===== config.mk =====
export PLATFORM = sky130hd
export DESIGN_NAME = pipelined_controller
export DESIGN_NICKNAME = d
export VERILOG_FILES = /design/src/rtl/pipelined_controller_pkg.sv /design/src/rtl/pipelined_controller_alu_decoder.sv /design/src/rtl/pipelined_controller.sv
export SDC_FILE = /design/constraint.sdc
export NUM_CORES = 1
export LEC_CHECK = 0
export CAP_MARGIN = 30
export CORE_MARGIN = 2
export CORE_UTILIZATION = 43
export DETAILED_ROUTE_END_ITERATION = 10
export PLACE_DENSITY = 0.83
export SLEW_MARGIN = 20
export SYNTH_ARGS = -nofsm -noshare
export SYNTH_HDL_FRONTEND = slang
export SYNTH_SLANG_ARGS = --single-unit
export TNS_END_PERCENT = 20

===== constraint.sdc =====
create_clock -name CLK -period 3.1 [get_ports CLK]
set_clock_uncertainty 0.1 [all_clocks]
set_input_delay 0.62 -clock CLK [delete_from_list [all_inputs] [get_ports CLK]]
set_output_delay 0.62 -clock CLK [all_outputs]
set_load 0.01 [all_outputs]

===== src/rtl/pipelined_controller_pkg.sv =====
// rtl/pipelined_controller_pkg.sv - shared control encodings for the RV32I-subset pipeline
//
// Purpose: opcode constants, ALUOp / ALUControl / ResultSrc / ImmSrc encodings
//          and the decode->execute control bundle. The alu and datapath use the
//          same encodings.
// Ports:   none (package)

package pipelined_controller_pkg;

    localparam logic [6:0] OP_LW    = 7'b0000011;
    localparam logic [6:0] OP_SW    = 7'b0100011;
    localparam logic [6:0] OP_RTYPE = 7'b0110011;
    localparam logic [6:0] OP_BEQ   = 7'b1100011;
    localparam logic [6:0] OP_IALU  = 7'b0010011;
    localparam logic [6:0] OP_JAL   = 7'b1101111;

    typedef enum logic [1:0] {
        ALUOP_ADD  = 2'b00,
        ALUOP_SUB  = 2'b01,
        ALUOP_FUNC = 2'b10
    } alu_op_e;

    typedef enum logic [2:0] {
        ALU_ADD = 3'b000,
        ALU_SUB = 3'b001,
        ALU_AND = 3'b010,
        ALU_OR  = 3'b011,
        ALU_SLT = 3'b101
    } alu_control_e;

    localparam logic [1:0] RES_ALU = 2'b00;
    localparam logic [1:0] RES_MEM = 2'b01;
    localparam logic [1:0] RES_PC4 = 2'b10;

    localparam logic [1:0] IMM_I = 2'b00;
    localparam logic [1:0] IMM_S = 2'b01;
    localparam logic [1:0] IMM_B = 2'b10;
    localparam logic [1:0] IMM_J = 2'b11;

    // Controls carried from decode into execute. All-zero is a bubble.
    typedef struct packed {
        logic       reg_write;
        logic [1:0] result_src;
        logic       mem_write;
        logic       jump;
        logic       branch;
        logic       alu_src;
        logic [2:0] alu_control;
    } de_ctrl_t;

    // Controls carried from execute into memory.
    typedef struct packed {
        logic       reg_write;
        logic [1:0] result_src;
        logic       mem_write;
    } em_ctrl_t;

    // Controls carried from memory into writeback.
    typedef struct packed {
        logic       reg_write;
        logic [1:0] result_src;
    } mw_ctrl_t;

endpackage


===== src/rtl/pipelined_controller_alu_decoder.sv =====
// rtl/pipelined_controller_alu_decoder.sv - ALUOp/funct field to ALU operation decode
//
// Purpose: combinational ALU control decode.
// Ports:   alu_op      - class of operation from the main decoder
//          funct3      - instruction funct3 field
//          op_b5       - opcode bit 5 (distinguishes R-type from I-type ALU)
//          funct7      - instruction bit 30
//          alu_control - ALU operation code

module alu_decoder
    import pipelined_controller_pkg::*;
(
    input  alu_op_e     alu_op,
    input  logic [2:0]  funct3,
    input  logic        op_b5,
    input  logic        funct7,
    output logic [2:0]  alu_control
);

    always_comb begin
        alu_control = ALU_ADD;
        case (alu_op)
            ALUOP_ADD: alu_control = ALU_ADD;
            ALUOP_SUB: alu_control = ALU_SUB;
            ALUOP_FUNC: begin
                case (funct3)
                    // Only R-type uses funct7 to select sub; addi never subtracts.
                    3'b000:  alu_control = (op_b5 & funct7) ? ALU_SUB : ALU_ADD;
                    3'b010:  alu_control = ALU_SLT;
                    3'b110:  alu_control = ALU_OR;
                    3'b111:  alu_control = ALU_AND;
                    default: alu_control = ALU_ADD;
                endcase
            end
            default: alu_control = ALU_ADD;
        endcase
    end

endmodule


===== src/rtl/pipelined_controller.sv =====
// rtl/pipelined_controller.sv - pipelined RV32I-subset control unit (D/E/M/W stages)
//
// Purpose: decodes the D-stage opcode and carries the controls down the
//          E, M and W stages. Optional feature macro BNE_SUPPORT_EN: when
//          defined, funct3[0] is carried into execute and branch opcodes with
//          funct3[0]=1 take the branch on ZeroE=0 (bne); otherwise every branch
//          behaves as beq.
// Ports:   CLK, RESET (async, active-low)
//          OP, funct3, funct7 - D-stage instruction fields
//          ZeroE              - ALU zero flag from execute
//          FlushE             - turn the D->E register into a bubble
//          ImmSrcD            - immediate format (combinational)
//          PCSrcE, ALUSrcE, ALUControlE, ResultSrcE0 - execute controls
//          MemWriteM, RegWriteM                      - memory-stage controls
//          RegWriteW, ResultSrcW                     - writeback controls

module pipelined_controller
    import pipelined_controller_pkg::*;
(
    input  logic        CLK,
    input  logic        RESET,
    input  logic [6:0]  OP,
    input  logic [2:0]  funct3,
    input  logic        funct7,
    input  logic        ZeroE,
    input  logic        FlushE,
    output logic [1:0]  ImmSrcD,
    output logic        PCSrcE,
    output logic        ALUSrcE,
    output logic [2:0]  ALUControlE,
    output logic        MemWriteM,
    output logic        RegWriteM,
    output logic        RegWriteW,
    output logic        ResultSrcE0,
    output logic [1:0]  ResultSrcW
);

    // ---------------- decode stage ----------------
    logic       reg_write_dec;
    logic [1:0] result_src_dec;
    logic       mem_write_dec;
    logic       jump_dec;
    logic       branch_dec;
    logic       alu_src_dec;
    alu_op_e    alu_op_dec;
    logic [1:0] imm_src_dec;
    logic [2:0] alu_control_dec;

    always_comb begin
        reg_write_dec  = 1'b0;
        result_src_dec = RES_ALU;
        mem_write_dec  = 1'b0;
        jump_dec       = 1'b0;
        branch_dec     = 1'b0;
        alu_src_dec    = 1'b0;
        alu_op_dec     = ALUOP_ADD;
        imm_src_dec    = IMM_I;
        case (OP)
            OP_LW: begin
                reg_write_dec  = 1'b1;
                alu_src_dec    = 1'b1;
                result_src_dec = RES_MEM;
            end
            OP_SW: begin
                imm_src_dec   = IMM_S;
                alu_src_dec   = 1'b1;
                mem_write_dec = 1'b1;
            end
            OP_RTYPE: begin
                reg_write_dec = 1'b1;
                alu_op_dec    = ALUOP_FUNC;
            end
            OP_BEQ: begin
                imm_src_dec = IMM_B;
                branch_dec  = 1'b1;
                alu_op_dec  = ALUOP_SUB;
            end
            OP_IALU: begin
                reg_write_dec = 1'b1;
                alu_src_dec   = 1'b1;
                alu_op_dec    = ALUOP_FUNC;
            end
            OP_JAL: begin
                reg_write_dec  = 1'b1;
                imm_src_dec    = IMM_J;
                result_src_dec = RES_PC4;
                jump_dec       = 1'b1;
            end
            default: ;
        endcase
    end

    alu_decoder u_alu_decoder (
        .alu_op      (alu_op_dec),
        .funct3      (funct3),
        .op_b5       (OP[5]),
        .funct7      (funct7),
        .alu_control (alu_control_dec)
    );

    assign ImmSrcD = imm_src_dec;

    // ---------------- D->E register ----------------
    de_ctrl_t de_d, de_q;

    always_comb begin
        de_d = '0;
        if (!FlushE) begin
            de_d.reg_write   = reg_write_dec;
            de_d.result_src  = result_src_dec;
            de_d.mem_write   = mem_write_dec;
            de_d.jump        = jump_dec;
            de_d.branch      = branch_dec;
            de_d.alu_src     = alu_src_dec;
            de_d.alu_control = alu_control_dec;
        end
    end

    always_ff @(posedge CLK or negedge RESET) begin
        if (!RESET) begin
            de_q <= '0;
        end else begin
            de_q <= de_d;
        end
    end

`ifdef BNE_SUPPORT_EN
    // funct3[0] separates bne from beq; cleared with the rest on a flush.
    logic funct3_b0_d, funct3_b0_q;

    always_comb begin
        funct3_b0_d = FlushE ? 1'b0 : funct3[0];
    end

    always_ff @(posedge CLK or negedge RESET) begin
        if (!RESET) begin
            funct3_b0_q <= 1'b0;
        end else begin
            funct3_b0_q <= funct3_b0_d;
        end
    end

    logic branch_cond;
    assign branch_cond = funct3_b0_q ? ~ZeroE : ZeroE;
`else
    logic branch_cond;
    assign branch_cond = ZeroE;
`endif

    assign PCSrcE      = de_q.jump | (de_q.branch & branch_cond);
    assign ALUSrcE     = de_q.alu_src;
    assign ALUControlE = de_q.alu_control;
    assign ResultSrcE0 = de_q.result_src[0];

    // ---------------- E->M register ----------------
    em_ctrl_t em_d, em_q;

    always_comb begin
        em_d.reg_write  = de_q.reg_write;
        em_d.result_src = de_q.result_src;
        em_d.mem_write  = de_q.mem_write;
    end

    always_ff @(posedge CLK or negedge RESET) begin
        if (!RESET) begin
            em_q <= '0;
        end else begin
            em_q <= em_d;
        end
    end

    assign MemWriteM = em_q.mem_write;
    assign RegWriteM = em_q.reg_write;

    // ---------------- M->W register ----------------
    mw_ctrl_t mw_d, mw_q;

    always_comb begin
        mw_d.reg_write  = em_q.reg_write;
        mw_d.result_src = em_q.result_src;
    end

    always_ff @(posedge CLK or negedge RESET) begin
        if (!RESET) begin
            mw_q <= '0;
        end else begin
            mw_q <= mw_d;
        end
    end

    assign RegWriteW  = mw_q.reg_write;
    assign ResultSrcW = mw_q.result_src;

endmodule


==> summary.txt <==
vias per inst: 5.18
Final WS setup: 0.186 ns
antenna-violating nets left: 0
first-pass iteration count of the detailed router: 4
Clk pwr share: 28.0%
sequential cell area: 400 µm²
Post-CTS Setup Bufs: 0
Fin. Hold Viols: 0
die area: 0.00184 mm²
crit path kind: in -> out
Tot GR Track Use: 15.1%
ys flop type: dfrtp_1
CP max FO: 4
crit-path max cell delay: 0.55 ns
total number of yosys warnings: 0
Post-layout nets: 103
EDFF count, synth: 0
WP data arrival: 2.19 ns
antenna cells: 0
main combinational cell family by area after synthesis: simple AND/OR/NAND/NOR gates
Int Pwr: 278 µW
switch share: 20.4%
number of max-cap violations: 0
Synth Area in XOR/XNOR: 0%
Synth Instances: 54
Net Sw Power: 71.3 µW
CP endpoint kind: primary output
Clk Latency, worst-skew pair: 0.27 ns
crit share post-route: 94.0%
Clock Tree Root: clkbuf_4
peak supply drop: 175 µV
Final Non-Filler Cells: 100
pwr dens: 362 mW/mm²
initial core utilization: 44.8%
initial antenna violation count: 0
drt drc: 0
Worst Hold Slack: 0.248 ns
FP Rows: 14
RSZ-0062 raised after global routing: no
CTS H-tree lvls: 1
Vert. Die Dim: 42.9 µm
status: finished, final reports clean
Slew Viols, Final: 0
Place WS: 0.0355 ns
multiplexer area fraction after synthesis: 0%
Longest Clk Path Bufs: 2
Sequential Power Share: 59.9%
post-synthesis simple-gate area fraction: 21.5%
Routed WL: 1100 µm
Slew @ Worst Pin: 0.644 ns
Power Total: 350 µW
DP HPWL: 890 µm
RD Place Congestion: 0.738
Netlist cell types: 23
area of the multi-input gates: 216 µm²
DR iter-0 viols: 6
ys async rst share: 100%
global-route wire length before repair: 1950 µm
Post-Synth Adder-Cell Area: 3.85%
Hold Crit Class: reg -> reg
Num CTS Buffers: 3
io pins: 28
most common cell after layout, fill and taps aside: clkdlybuf4s50_1
DR vias: 518
cell mode on critical path: clkdlybuf4s50_1
Syn Area/Cell: 12.0 µm²
filler cell count: 116
worst rel slew slack: 56.9%
Layout area overhead: 48.5%
sequential share of the synthesized area: 61.5%
Critical Path RT: 2.38 ns
clk slew on worst S/H paths: 0.08 ns
largest net degree at the start of global routing: 17
vias in the first global route: 515
combinational power share: 12.1%
setup violators final: 0
Core Area: 0.00145 mm²
share of layout cells above drive strength 1: 13.1%
critical-path cell list: clkdlybuf4s50_1 -> nand3b_1 -> or2_1 -> a21oi_1 -> clkdlybuf4s50_1
most frequent cells in the layout: clkdlybuf4s50_1 (26), dfrtp_1 (16), nor3_1 (4)
Die Wd: 42.9 µm
port bufs: 27
synthesized cell area: 651 µm²
CP startpoint kind: primary input
per-cell routed wire length: 11.0 µm
P_leak: 0.000450 µW
Min Clock Period, post-route: 2.91 ns
CP max stage cell: clkdlybuf4s50_1
Placed Instances: 97
Max Freq: 343 MHz
global route total overflow: 0
Mapped Nets: 71
CTS tree: built
setup TNS: 0 ns
Clock Sink Count: 16
#FFs+latches synth: 16
Synth Area in Compound Gates: 7.88%
-- cell usage after synthesis (2+ instances only) --
cell     count  area [µm²]
nand2_1      3        11.3
ha_1         2        25.0
or2_1        2        12.5
buf_4        3        22.5
nor2_1       2        7.51
dfrtp_1     16         400
nor3_1       4        20.0
inv_1        3        11.3
nor4_1       3        18.8
a21oi_1      2        10.0
or3_4        2        22.5
-- flip-flops by register name, summed over array words and instances (netlist names) --
name,count
de_q,4
ALUControlE,3
ResultSrcW,2
em_q,2
ALUSrcE,1
MemWriteM,1
RegWriteM,1
RegWriteW,1
ResultSrcE0,1
-- repair_timing --
item / in CTS / in global routing
gates resized for setup: 0 / 1
hold buffers: 0 / 0
setup endpoints to repair: 0 / 1
-- power by group through the flow --
stage	Sequential (µW)	Combinational [µW]	Clock (µW)
after floorplan	214	9.21	0
after CTS	210	42.4	103
after global placement	214	41.0	0
after detailed placement	214	42.4	0
final	210	42.2	97.9
after global routing	210	46.3	114
-- through the flow --
stage,utilization (%),instance area [µm²]
2_1_floorplan,-,651
5_1_grt,66.4,966
4_1_cts,66.3,963
6_report,66.4,966
3_5_place_dp,64.7,941
3_3_place_gp,64.7,941
-- critical path, delay by kind of cell --
kind | cells | cell delay [ns]
buf+inv | 2 | 1.07
simple gates | 2 | 0.38
compound gates | 1 | 0.12
-- cells by family after synthesis --
group	Yosys count
buffers and inverters	6
AO/OA/AOI/OAI	7
AND/OR/NAND/NOR	23
flip-flops	16
adder cells (fa/ha/maj)	2
-- metal layers --
metal	up-vias	wire length [µm]	global-route usage [%]
met3	4	80	2.98
met1	241	431	15.6
met5	-	0	0
li1	249	-	-
met4	0	43	16.3
met2	24	542	23.9
-- worst paths after layout --
path                                            start             endpoint  slack [ns]  cells after the start
max in group asynchronous                       RESET    de_q[6]$_DFF_PN0_        1.85                      1
worst max register to register  ResultSrcE0$_DFF_PN0_    em_q[1]$_DFF_PN0_        2.51                      0
worst min register to register      de_q[6]$_DFF_PN0_  MemWriteM$_DFF_PN0_        0.25                      0
worst min-delay path                de_q[6]$_DFF_PN0_  MemWriteM$_DFF_PN0_        0.25                      0
min in group asynchronous                       RESET    de_q[9]$_DFF_PN0_        0.64                      1
worst max-delay path                            OP[6]           ImmSrcD[1]        0.19                      5
-- layout make-up --
class | count | area share [%]
Tap cell | 16 | 2.07
Multi-Input combinational cell | 32 | 22.4
Sequential cell | 16 | 41.5
Clock buffer | 3 | 2.33
Inverter | 3 | 1.17
Timing Repair Buffer | 30 | 30.6
(Power assumes the default switching activity.)
